$ cat src/rtl/mst_tlp_tx.sv
// mst_tlp_tx: drains the master FIFO filled by the Ethernet receive stage and
// turns each packet (command word, address high, address low, 2*PAYLOAD_DW
// data words) into a 3DW posted Memory Write TLP. The TLP is streamed 16 bits
// per cycle to the ECP3 PCIe core VC0 transmit interface.
//
// Ports:
//   sys_clk, sys_rst        clock, synchronous active-high reset
//   mst_dout/empty/rd_en    non-FWFT FIFO read side ([17]=start, [16]=end)
//   requester_id            bus/dev/func placed in header word H2
//   tx_ca_ph, tx_ca_pd      posted header / data (4DW units) credits
//   tx_rdy, tx_req          transmit grant / request
//   tx_data, tx_st, tx_end  TLP word stream with first/last markers
//   tlp_count, drop_count   wrapping counts of sent TLPs / aborted packets
//
// The whole packet is staged before requesting the core, so a FIFO that runs
// dry mid-packet never stalls the outgoing TLP.
module mst_tlp_tx #(
  parameter int unsigned PAYLOAD_DW = 8
) (
  input  logic        sys_clk,
  input  logic        sys_rst,
  input  logic [17:0] mst_dout,
  input  logic        mst_empty,
  output logic        mst_rd_en,
  input  logic [15:0] requester_id,
  input  logic [7:0]  tx_ca_ph,
  input  logic [12:0] tx_ca_pd,
  input  logic        tx_rdy,
  output logic        tx_req,
  output logic [15:0] tx_data,
  output logic        tx_st,
  output logic        tx_end,
  output logic [15:0] tlp_count,
  output logic [15:0] drop_count
);

  localparam int unsigned NWORDS  = 2 + 2 * PAYLOAD_DW;   // stored words
  localparam int unsigned NTX     = 4 + NWORDS;           // TLP words
  localparam int unsigned IW      = $clog2(NWORDS);
  localparam int unsigned TW      = $clog2(NTX + 1);
  localparam int unsigned PD_NEED = (PAYLOAD_DW + 3) / 4;

  typedef enum logic [2:0] {IDLE, FILL, WAIT_CREDIT, REQ, SEND} state_e;

  state_e        state_q;
  logic [IW-1:0] idx_q;
  logic [TW-1:0] wcnt_q;
  logic          rd_pend_q;
  logic [7:0]    tag_q;
  logic [15:0]   buf_q [NWORDS];
  logic [15:0]   tx_data_q;
  logic          tx_req_q, tx_st_q, tx_end_q;
  logic [15:0]   tlp_count_q, drop_count_q;

  logic          word_start, word_end, is_last, buf_we;
  logic [IW-1:0] buf_rd_idx;
  logic [15:0]   word_d;

  always_comb begin
    word_start = mst_dout[17];
    word_end   = mst_dout[16];
    is_last    = (idx_q == IW'(NWORDS - 1));
    buf_we     = rd_pend_q && (state_q == FILL) && !word_start;
    // Stored words plus the read in flight must never exceed the packet
    // size, so nothing is ever outstanding once FILL completes.
    mst_rd_en  = !sys_rst && !mst_empty &&
                 ((state_q == IDLE) ||
                  ((state_q == FILL) &&
                   ((32'(idx_q) + 32'(rd_pend_q)) < NWORDS)));
  end

  always_comb begin
    buf_rd_idx = IW'(wcnt_q - TW'(4));
    if (wcnt_q == TW'(0))      word_d = 16'h4000;
    else if (wcnt_q == TW'(1)) word_d = 16'(PAYLOAD_DW);
    else if (wcnt_q == TW'(2)) word_d = requester_id;
    else if (wcnt_q == TW'(3)) word_d = {tag_q, 8'hFF};
    else                       word_d = buf_q[buf_rd_idx];
  end

  // Staging buffer carries no reset; contents are only read after a full fill.
  always_ff @(posedge sys_clk) begin
    if (buf_we)
      buf_q[idx_q] <= (idx_q == IW'(1)) ? {mst_dout[15:2], 2'b00} : mst_dout[15:0];
  end

  always_ff @(posedge sys_clk) begin
    if (sys_rst) begin
      state_q      <= IDLE;
      idx_q        <= '0;
      wcnt_q       <= '0;
      rd_pend_q    <= 1'b0;
      tag_q        <= '0;
      tx_data_q    <= '0;
      tx_req_q     <= 1'b0;
      tx_st_q      <= 1'b0;
      tx_end_q     <= 1'b0;
      tlp_count_q  <= '0;
      drop_count_q <= '0;
    end else begin
      rd_pend_q <= mst_rd_en;
      case (state_q)
        IDLE: begin
          if (rd_pend_q && word_start) begin
            state_q <= FILL;
            idx_q   <= '0;
          end
        end
        FILL: begin
          if (rd_pend_q) begin
            if (word_start) begin
              // A start word mid-fill both aborts and begins the next packet.
              drop_count_q <= drop_count_q + 16'd1;
              idx_q        <= '0;
            end else if (is_last) begin
              if (word_end) begin
                state_q <= WAIT_CREDIT;
              end else begin
                drop_count_q <= drop_count_q + 16'd1;
                state_q      <= IDLE;
              end
            end else if (word_end) begin
              drop_count_q <= drop_count_q + 16'd1;
              state_q      <= IDLE;
            end else begin
              idx_q <= idx_q + IW'(1);
            end
          end
        end
        WAIT_CREDIT: begin
          if ((tx_ca_ph != '0) && (tx_ca_pd >= 13'(PD_NEED))) begin
            state_q  <= REQ;
            tx_req_q <= 1'b1;
          end
        end
        REQ: begin
          if (tx_rdy) begin
            tx_req_q  <= 1'b0;
            tx_data_q <= word_d;
            tx_st_q   <= 1'b1;
            wcnt_q    <= TW'(1);
            state_q   <= SEND;
          end
        end
        SEND: begin
          if (wcnt_q == TW'(NTX)) begin
            tx_data_q   <= '0;
            tx_end_q    <= 1'b0;
            wcnt_q      <= '0;
            tlp_count_q <= tlp_count_q + 16'd1;
            tag_q       <= tag_q + 8'd1;
            state_q     <= IDLE;
          end else begin
            tx_data_q <= word_d;
            tx_st_q   <= 1'b0;
            tx_end_q  <= (wcnt_q == TW'(NTX - 1));
            wcnt_q    <= wcnt_q + TW'(1);
          end
        end
        default: state_q <= IDLE;
      endcase
    end
  end

  assign tx_req     = tx_req_q;
  assign tx_data    = tx_data_q;
  assign tx_st      = tx_st_q;
  assign tx_end     = tx_end_q;
  assign tlp_count  = tlp_count_q;
  assign drop_count = drop_count_q;

endmodule

$ cat config.mk
export PLATFORM = sky130hd
export DESIGN_NAME = mst_tlp_tx
export DESIGN_NICKNAME = d
export VERILOG_FILES = /design/src/rtl/mst_tlp_tx.sv
export SDC_FILE = /design/constraint.sdc
export NUM_CORES = 1
export LEC_CHECK = 0
export ABC_AREA = 0
export BUFFER_PORTS_ARGS = -buffer_cell sky130_fd_sc_hd__buf_2
export CAP_MARGIN = 20
export CORE_UTILIZATION = 25
export CTS_CLUSTER_DIAMETER = 60
export CTS_CLUSTER_SIZE = 24
export DETAILED_ROUTE_END_ITERATION = 10
export PLACE_DENSITY_LB_ADDON = 0.3
export REMOVE_ABC_BUFFERS = 1
export SLEW_MARGIN = 10
export SYNTH_ARGS = -nofsm -noshare
export SYNTH_HDL_FRONTEND = slang
export SYNTH_SLANG_ARGS = --single-unit
$ cat constraint.sdc
create_clock -name sys_clk -period 7.6 [get_ports sys_clk]
set_input_delay 1.14 -clock sys_clk [delete_from_list [all_inputs] [get_ports sys_clk]]
set_output_delay 1.14 -clock sys_clk [all_outputs]
set_load 0.05 [all_outputs]
Word-level counts from Yosys, hierarchy flattened --
Memory sizes are Yosys's and may differ from the RTL's. Cells that the tools add are included.
Word-level totals: bits in registers 73, RAM bits 288, bits of input ports 59, output and inout port bits 52, logic and storage cells 108, memories 1
Memories:
- buf_q | depth 18, bits a word 16, read ports 1, clocked after memory_dff 0, write ports 1, RTL line 50 | logic [15:0] buf_q [NWORDS];
Cells by class: add/sub/neg operators 7, order comparisons 2, eq/ne operators 22, muxes and demuxes 40, reductions and logical operators 25
Operators with widths (count):
- 2-to-1 mux 16 bit | 10
- 2-to-1 mux 5 bit | 7
- adder 16 x 1 -> 16 bit (second input constant) | 2
- case mux 16 bit (2 select lines) | 1
- 2-to-1 mux 3 bit | 8
- case mux 5 bit (2 select lines) | 2
- == test 5 bit (second input constant) | 3
- case mux 3 bit (5 select lines) | 1
- >= comparator 13 x 2 -> 1 bit (second input constant) | 1
- inequality test 2 bit (second input constant) | 6
- inequality test 3 bit (second input constant) | 4
- adder 5 x 1 -> 5 bit (second input constant) | 2
- == test 5 x 1 -> 1 bit (second input constant) | 2
- == test 5 x 2 -> 1 bit (second input constant) | 2
- adder 8 x 1 -> 8 bit (second input constant) | 1
- nonzero test 8 bit | 1
- logical AND 1 bit | 7
- 2-to-1 mux 1 bit | 7
- AND reduction 7 bit | 1
- adder 5 x 1 -> 6 bit | 1
- == test 3 x 2 -> 1 bit (second input constant) | 2
- < comparator 6 x 5 -> 1 bit (second input constant) | 1
- AND reduction 3 bit | 2
- nonzero test 2 bit | 3
- other kinds (14) | 19

Logic depth before layout (Yosys ltp) --
Gate-level depths: netlist (run 1). An unclocked memory read counts as a cell.
depth in word-level cells 8, gate-level depth with buffers 12, depth with buffers taken out 7

Worst setup path before layout (run 1) --
OpenSTA, ideal clock, no wires.
path kind input to output, start input sys_rst, end output mst_rd_en, arrival 2.240 ns, setup slack 4.220 ns, stages 3, buffers on the path 0, cell sequence nor4_1 o21ai_0 a21oi_1
Between the ends: word-level cells in the longest chain between the ends 3
Ends and longest elaborated chain:
- from (decl) | RTL line 21 | input logic sys_rst,
- zero test 1 bit | RTL line 66 | mst_rd_en = !sys_rst && !mst_empty &&
- logical AND 1 bit (2 in series) | RTL line 66
- to (decl) | RTL line 24 | output logic mst_rd_en,
No other way between the ends.

Worst setup path in the final report (run 1) --
start register idx_q[0], end output mst_rd_en
Between the ends: word-level cells in the longest chain between the ends 5
Ends and longest elaborated chain:
- from (decl) | RTL line 46 | logic [IW-1:0] idx_q;
- from (signal assigned) | RTL line 126 | idx_q <= idx_q + IW'(1);
- adder 5 x 1 -> 6 bit | RTL line 69 | ((32'(idx_q) + 32'(rd_pend_q)) < NWORDS)));
- < comparator 6 x 5 -> 1 bit | RTL line 69
- logical AND 1 bit | RTL line 68 | ((state_q == FILL) &&
- logical OR 1 bit | RTL line 67 | ((state_q == IDLE) ||
- logical AND 1 bit | RTL line 66
No other way between the ends.

==> reports/qor.txt, run 1 <==
status = finished, final reports clean
row cnt = 89
register area share after synthesis = 67.7%
final worst slack = 3990 ps
post-route cell area = 17,500 sq um
Pwr Total = 3.79 mW
# clock sinks = 361
register bit total from synthesis = 361
Layout Cells excl Fill = 1,915
HPWL after detailed placement = 23,800 microns
clock buffer depth = 3
commonest non-fill, non-tap cell in the layout = edfxtp_1
Initial Utilization = 25.3%
most used cell, CP = a21oi_1
layout cells sized above 1 = 24.2%
Slew @ Worst Pin = 910 ps
P_int = 2.94 mW
Seq pwr share = 56.1%
clk_lat worst skew = 570 ps
RSZ-0062 raised after global routing = no
top_reg_cell synth = edfxtp_1
post-CTS resize count = 0
CP Capture Type = primary output
final core utilization = 29.6%
CP startpoint = idx_q[0]$_SDFFE_PP0P_
Critical Path RT = 6460 ps
P_sw = 855 uW
Syn. warnings = 0
leakage = 5.62 nW
Via density = 4.66
worst r2r dst = tag_q[7]$_SDFFE_PP0P_
maximum number of pins on one net before global-route repair = 52
Final Critical Period = 3610 ps
Worst setup endpoint = mst_rd_en
mapped cell area = 14,900 sq um
total track usage = 12.5%
FF+latch area = 10,100 sq um
Clk pwr share = 42.4%
FF-to-FF Start = wcnt_q[0]$_SDFFE_PP0P_
critical path depth in cells = 7
setup TNS = 0 ps
peak supply drop = 0.157 mV
Layout Nets = 1,194
dominant cell type by area after synthesis = edfxtp_1
ys async rst share = 0%
area share of the largest cell type after synthesis = 57.9%
Comb power frac = 1.5%
arrival time worst endpoint = 2470 ps
Synth-to-Final Area Change = 17.0%
crit start category = flip-flop
Final Setup Violations = 0
Worst-path clk slew = 90 ps
WHS = 477 ps
vias in the first global route = 8,957
CP Buf/Inv Count = 1
period utilization = 47.5%
Slew Viols, Final = 0
vias = 8,928
gpl congestion = 0.800
critical-path cell list = and2_1 -> ha_1 -> or3_1 -> a21oi_1 -> nor3_1 -> a21oi_1 -> buf_2
worst hold-check path type = reg2reg
Setup Fix Bufs, Post-CTS = 0
final hold vios = 0
CTS Root Cell = clkbuf_16
crit-path max FO = 8
EDFF count, synth = 288
Switching Share = 22.5%
register-to-register setup slack = 4140 ps
H-tree Lvls = 1
gr ovfl total = 0
area taken by multi-input logic gates = 4540 sq um
global-route wire length before repair = 57,200 microns
antenna violations before repair = 8
Die Width = 246 microns
most frequent cells in the layout = edfxtp_1, buf_2, nor2_1, dfxtp_1, nand2_1
CTS buffer count = 28
Max Clock Freq = 277 MHz
worst r2r path cells = 7
DR pass1 iterations = 4
Die Y-Extent = 246 microns
skew final = 23.3 ps
die area = 60,700 sq um
Worst slew margin = 37.6%
Mapped Avg Cell Area = 14.9 sq um
Unique masters post-synth = 60
core area = 59,000 sq um
wire per inst = 19.9 microns
buffers added on ports = 109
DP Worst Slack = 4050 ps
antenna violation net count after detailed routing = 0
DRT iter0 DRCs = 614
drt drc = 0
Crit Path Class = reg2out
Filler cells = 5,917
Slowest cell on crit path = dfxtp_1
Cells after Synth = 1,003
Crit path largest cell delay = 470 ps
delay-heaviest family, CP = simple AND/OR/NAND/NOR gates
pwr/cell area = 217 nW/um^2
Ports = 111
cts hold-fix bufs = 0
max_cap viols = 0
Placed Area = 16,400 sq um
WL final = 38,100 microns
CTS tree = done
synth top area cells = edfxtp_1, dfxtp_1, mux4_2
Cells after DPL = 1,861
==> area by class of cell <==
class / count / area share, %
sequential: 361 / 57.9
tap: 773 / 5.54
clock inverter: 23 / 1.71
inverter: 17 / 0.365
timing repair buffer: 137 / 4.33
antenna: 1 / 0.0143
multi-input combinational: 574 / 26.0
clock buffer: 29 / 4.15
==> flip-flops by register name (all words and copies together) (netlist names) <==
signal      cells
idx_q           5
tlp_count      16
state_q         3
drop_count     16
buf_q         288
tx_data        16
rd_pend_q       1
tx_end          1
tag_q           8
wcnt_q          5
tx_st           1
tx_req          1
==> Yosys cell counts (3+ instances only) <==
library cell and number:
nand2_1 58, o22ai_1 8, ha_1 16, a21oi_1 42, a211oi_1 9, inv_1 17
nor4_1 9, nand4_1 17, nand3_1 17, and3_1 9, or3_1 23, clkbuf_1 31
a32o_1 7, a311oi_1 3, nand3b_1 4, a31oi_1 10, o22a_1 7, o211ai_1 7
xnor2_1 7, or2_2 3, a22oi_1 11, dfxtp_1 73, a221oi_1 7, nor2b_1 12
buf_4 3, mux2_2 8, a32oi_1 6, buf_2 11, mux4_2 51, o21ai_0 22
edfxtp_1 288, a21o_1 6, buf_6 5, xor2_1 20, nor2_1 89, nor3_1 11
and2_1 6, mux2i_1 40
==> worst reg2reg max path, cell delays in order (launching register included) <==
cell and delay, ps:
dfxtp_4 470, inv_1 540, ha_1 430, nand3_1 320
nor2_1 700, nand4_1 360, or3_1 440, a21oi_1 140
==> metal layers <==
layer / track usage, % / vias to the layer above / wire [microns]
met5: 0 / - / 78
li1: - / 4142 / -
met3: 2.12 / 55 / 1850
met2: 21.2 / 211 / 18600
met1: 16.5 / 4508 / 16800
met4: 3.23 / 12 / 785
==> worst min path at each step <==
stage                                    to                    start  cells past startpoint  slack, ps
floorplan             tag_q[7]$_SDFFE_PP0P_    tag_q[7]$_SDFFE_PP0P_                      2        450
global placement    tx_data[7]$_SDFFE_PP0P_  tx_data[7]$_SDFFE_PP0P_                      1        450
detailed placement  tx_data[7]$_SDFFE_PP0P_  tx_data[7]$_SDFFE_PP0P_                      1        460
CTS                 tx_data[7]$_SDFFE_PP0P_  tx_data[7]$_SDFFE_PP0P_                      1        480
global route        tx_data[6]$_SDFFE_PP0P_  tx_data[6]$_SDFFE_PP0P_                      1        500
finish              tx_data[7]$_SDFFE_PP0P_  tx_data[7]$_SDFFE_PP0P_                      1        480
==> power groups by stage <==
stage               combinational, mW  sequential [mW]  clock (mW)
finish                         0.0575             2.13        1.61
floorplan                      0.0108             2.18           0
detailed placement             0.0583             2.17           0
global route                   0.0643             2.13        1.73
CTS                            0.0585             2.13        1.66
global placement               0.0553             2.17           0
==> cells by family after synthesis <==
logic type / after synthesis / share of synthesized area, %
buffers and inverters: 68 / 2.13
and+or+nand+nor: 277 / 9.33
adders and majority gates: 16 / 1.34
muxes: 99 / 11.0
AOI/OAI and AO/OA: 155 / 6.93
DFF: 361 / 67.7
xor gates and xnor gates: 27 / 1.58
(Power assumes the default switching activity.)
==> run 2: changes to the inputs <==
ABC_AREA = 1   (was 0)
clock period = 3.2 ns   (was 7.6 ns; I/O delays follow)
==> run 2 against run 1 <==
  * Global-route usage rose by 0.43 points
  * Clock power rose by 120%
  * Final cell count rose by 24%
  * Register-to-register slack got worse by 3400 ps
  * Clock skew fell by 3.2 ps
  * Via count rose by 23%
  * Power rose by 150%
  * Critical path depth rose by 2
  * Synthesized cell count rose by 46%
  * Flip-flop and latch count did not move
  * Die area rose by 3.2%
  * Sequential share of layout area fell by 1.3 points
  * Critical path type unchanged
  * Largest power group unchanged
==> reports/qor.txt, run 2 <==
FF+latch area = 10,100 sq um (about the same)
commonest non-fill, non-tap cell in the layout = edfxtp_1
Critical Path RT = 2720 ps (-3740 ps)
leakage = 6.28 nW (+12%)
pwr/cell area = 530 nW/um^2 (+140%)
area share of the largest cell type after synthesis = 56.1% (-1.8 points)
gr ovfl total = 0 (unchanged)
Syn. warnings = 0 (unchanged)
register area share after synthesis = 65.6% (-2.1 points)
mapped cell area = 15,400 sq um (+3.2%)
gpl congestion = 0.821 (+2.7%)
Cells after Synth = 1,468 (+46%)
Final Setup Violations = 0 (unchanged)
dominant cell type by area after synthesis = edfxtp_1
skew final = 20.2 ps (-3.16 ps)
post-CTS resize count = 0 (unchanged)
HPWL after detailed placement = 25,600 microns (+7.4%)
status = finished, final reports clean
antenna violations before repair = 2 (-6)
layout cells sized above 1 = 14.9% (-9.3 points)
Slowest cell on crit path = dfxtp_1
EDFF count, synth = 288 (unchanged)
Setup Fix Bufs, Post-CTS = 0 (unchanged)
Synth-to-Final Area Change = 16.0%
antenna violation net count after detailed routing = 0 (unchanged)
global-route wire length before repair = 63,200 microns (+11%)
cts hold-fix bufs = 0 (unchanged)
period utilization = 92.1%
DRT iter0 DRCs = 943 (+54%)
CTS buffer count = 26 (-7.1%)
wire per inst = 17.6 microns (-12%)
Unique masters post-synth = 46 (-23%)
Via density = 4.65 (-0.22%)
WHS = 103 ps (-374 ps)
Crit path largest cell delay = 460 ps (about the same)
# clock sinks = 361 (unchanged)
worst hold-check path type = in2reg
FF-to-FF Start = wcnt_q[1]$_SDFFE_PP0P_
CP Capture Type = primary output
Die Width = 250 microns (+1.6%)
critical path depth in cells = 9 (+2)
DR pass1 iterations = 5 (+1)
Worst setup endpoint = mst_rd_en
clock buffer depth = 3 (unchanged)
peak supply drop = 0.350 mV (+120%)
drt drc = 0 (unchanged)
CP startpoint = rd_pend_q$_SDFF_PP0_
crit start category = flip-flop
final worst slack = 253 ps (-3740 ps)
clk_lat worst skew = 570 ps (about the same)
vias = 11,000 (+23%)
Slew @ Worst Pin = 927 ps (+16.4 ps)
CTS tree = done
area taken by multi-input logic gates = 4740 sq um (+4.4%)
core area = 60,600 sq um (+2.6%)
Ports = 111 (unchanged)
crit-path max FO = 6 (-2)
RSZ-0062 raised after global routing = no
Filler cells = 6,279 (+6.1%)
top_reg_cell synth = edfxtp_1
most frequent cells in the layout = edfxtp_1, nand2_1, nor2_1, o21ai_0, buf_2
delay-heaviest family, CP = compound AO/OA/AOI/OAI gates
register bit total from synthesis = 361 (unchanged)
die area = 62,600 sq um (+3.2%)
Initial Utilization = 25.4% (+0.14 points)
final core utilization = 29.5% (-0.11 points)
Worst slew margin = 38.2% (+0.64 points)
Mapped Avg Cell Area = 10.5 sq um (-29%)
max_cap viols = 0 (unchanged)
CP Buf/Inv Count = 2 (+1)
Die Y-Extent = 250 microns (+1.6%)
final hold vios = 0 (unchanged)
register-to-register setup slack = 700 ps (-3440 ps)
Worst-path clk slew = 70 ps (-20 ps)
Layout Cells excl Fill = 2,369 (+24%)
WL final = 41,600 microns (+9.4%)
Cells after DPL = 2,321 (+25%)
critical-path cell list = nand2_1 -> inv_1 -> ha_1 -> a21oi_1 -> o21ai_0 -> o211ai_1 -> nand3_1 -> a211oi_1 -> buf_2
count leader, synth = edfxtp_1
setup TNS = 0 ps (unchanged)
max FFs per register = 288 (unchanged)
H-tree Lvls = 1 (unchanged)
vias in the first global route = 10,300 (+15%)
worst r2r dst = tx_data[12]$_SDFFE_PP0P_
Crit Path Class = reg2out
n_diodes = 0 (-1)
CTS Root Cell = clkbuf_16
row cnt = 90 (+1.1%)
total track usage = 13.0% (+0.43 points)
arrival time worst endpoint = 2470 ps (about the same)
top cells by count, synth = edfxtp_1, nand2_1, nor2_1
Final Critical Period = 2950 ps
buffers added on ports = 109 (unchanged)
Layout Nets = 1,642 (+38%)
Slew Viols, Final = 0 (unchanged)
largest register by flop count = buf_q
worst r2r path cells = 10 (+3)
Max Clock Freq = 339 MHz
ys async rst share = 0% (unchanged)
DP Worst Slack = 659 ps (-3390 ps)
synth top area cells = edfxtp_1, dfxtp_1, nand2_1
maximum number of pins on one net before global-route repair = 147 (+180%)
run 2: layer usage:
| metal | wire length (microns) | global-route usage, % | vias to the layer above |
|---|---|---|---|
| li1 | - | - | 5339 |
| met1 | 19400 | 18.2 | 5333 |
| met2 | 19000 | 21.0 | 302 |
| met3 | 2460 | 2.24 | 42 |
| met4 | 681 | 2.45 | 4 |
| met5 | 27 | 0 | - |
run 2: through the flow:
stage          cell area (sq um)  power [mW]
4_1_cts                    17900        9.58
5_1_grt                    17900        9.81
2_1_floorplan              15100        5.72
6_report                   17900        9.47
3_3_place_gp               17000        6.00
3_5_place_dp               17000        6.02
run 2: cells by family (layout without fill, tap and decap cells):
group	Yosys count	in the layout	synth area share, %
flops	361	361	65.6
fa+ha+maj	16	16	1.30
buf+inv	149	268	3.95
simple gates	638	638	17.5
compound gates	292	292	10.9
xor+xnor	12	12	0.731
run 2: worst min path at each step:
stage | start | end | slack, ps | cells past startpoint
global route | mst_empty | rd_pend_q$_SDFF_PP0_ | 100 | 2
detailed placement | tag_q[7]$_SDFFE_PP0P_ | tag_q[7]$_SDFFE_PP0P_ | 440 | 1
finish | mst_empty | rd_pend_q$_SDFF_PP0_ | 100 | 2
CTS | mst_empty | rd_pend_q$_SDFF_PP0_ | 80 | 2
floorplan | tag_q[7]$_SDFFE_PP0P_ | tag_q[7]$_SDFFE_PP0P_ | 430 | 1
global placement | tag_q[7]$_SDFFE_PP0P_ | tag_q[7]$_SDFFE_PP0P_ | 440 | 1
run 2: area by class of cell:
class	count	share of cell area [%]
clock buffer	33	4.20
clock inverter	15	0.931
inverter	76	1.61
multi-input combinational	958	26.5
sequential	361	56.6
tap	782	5.48
timing repair buffer	144	4.66
run 2: where the power goes:
group          leakage [nW]  total, mW  internal (mW)  switching, mW
logic                  2.66      0.747          0.201          0.546
clock network         0.446       3.56           1.75           1.81
registers              3.18       5.16           5.11         0.0467
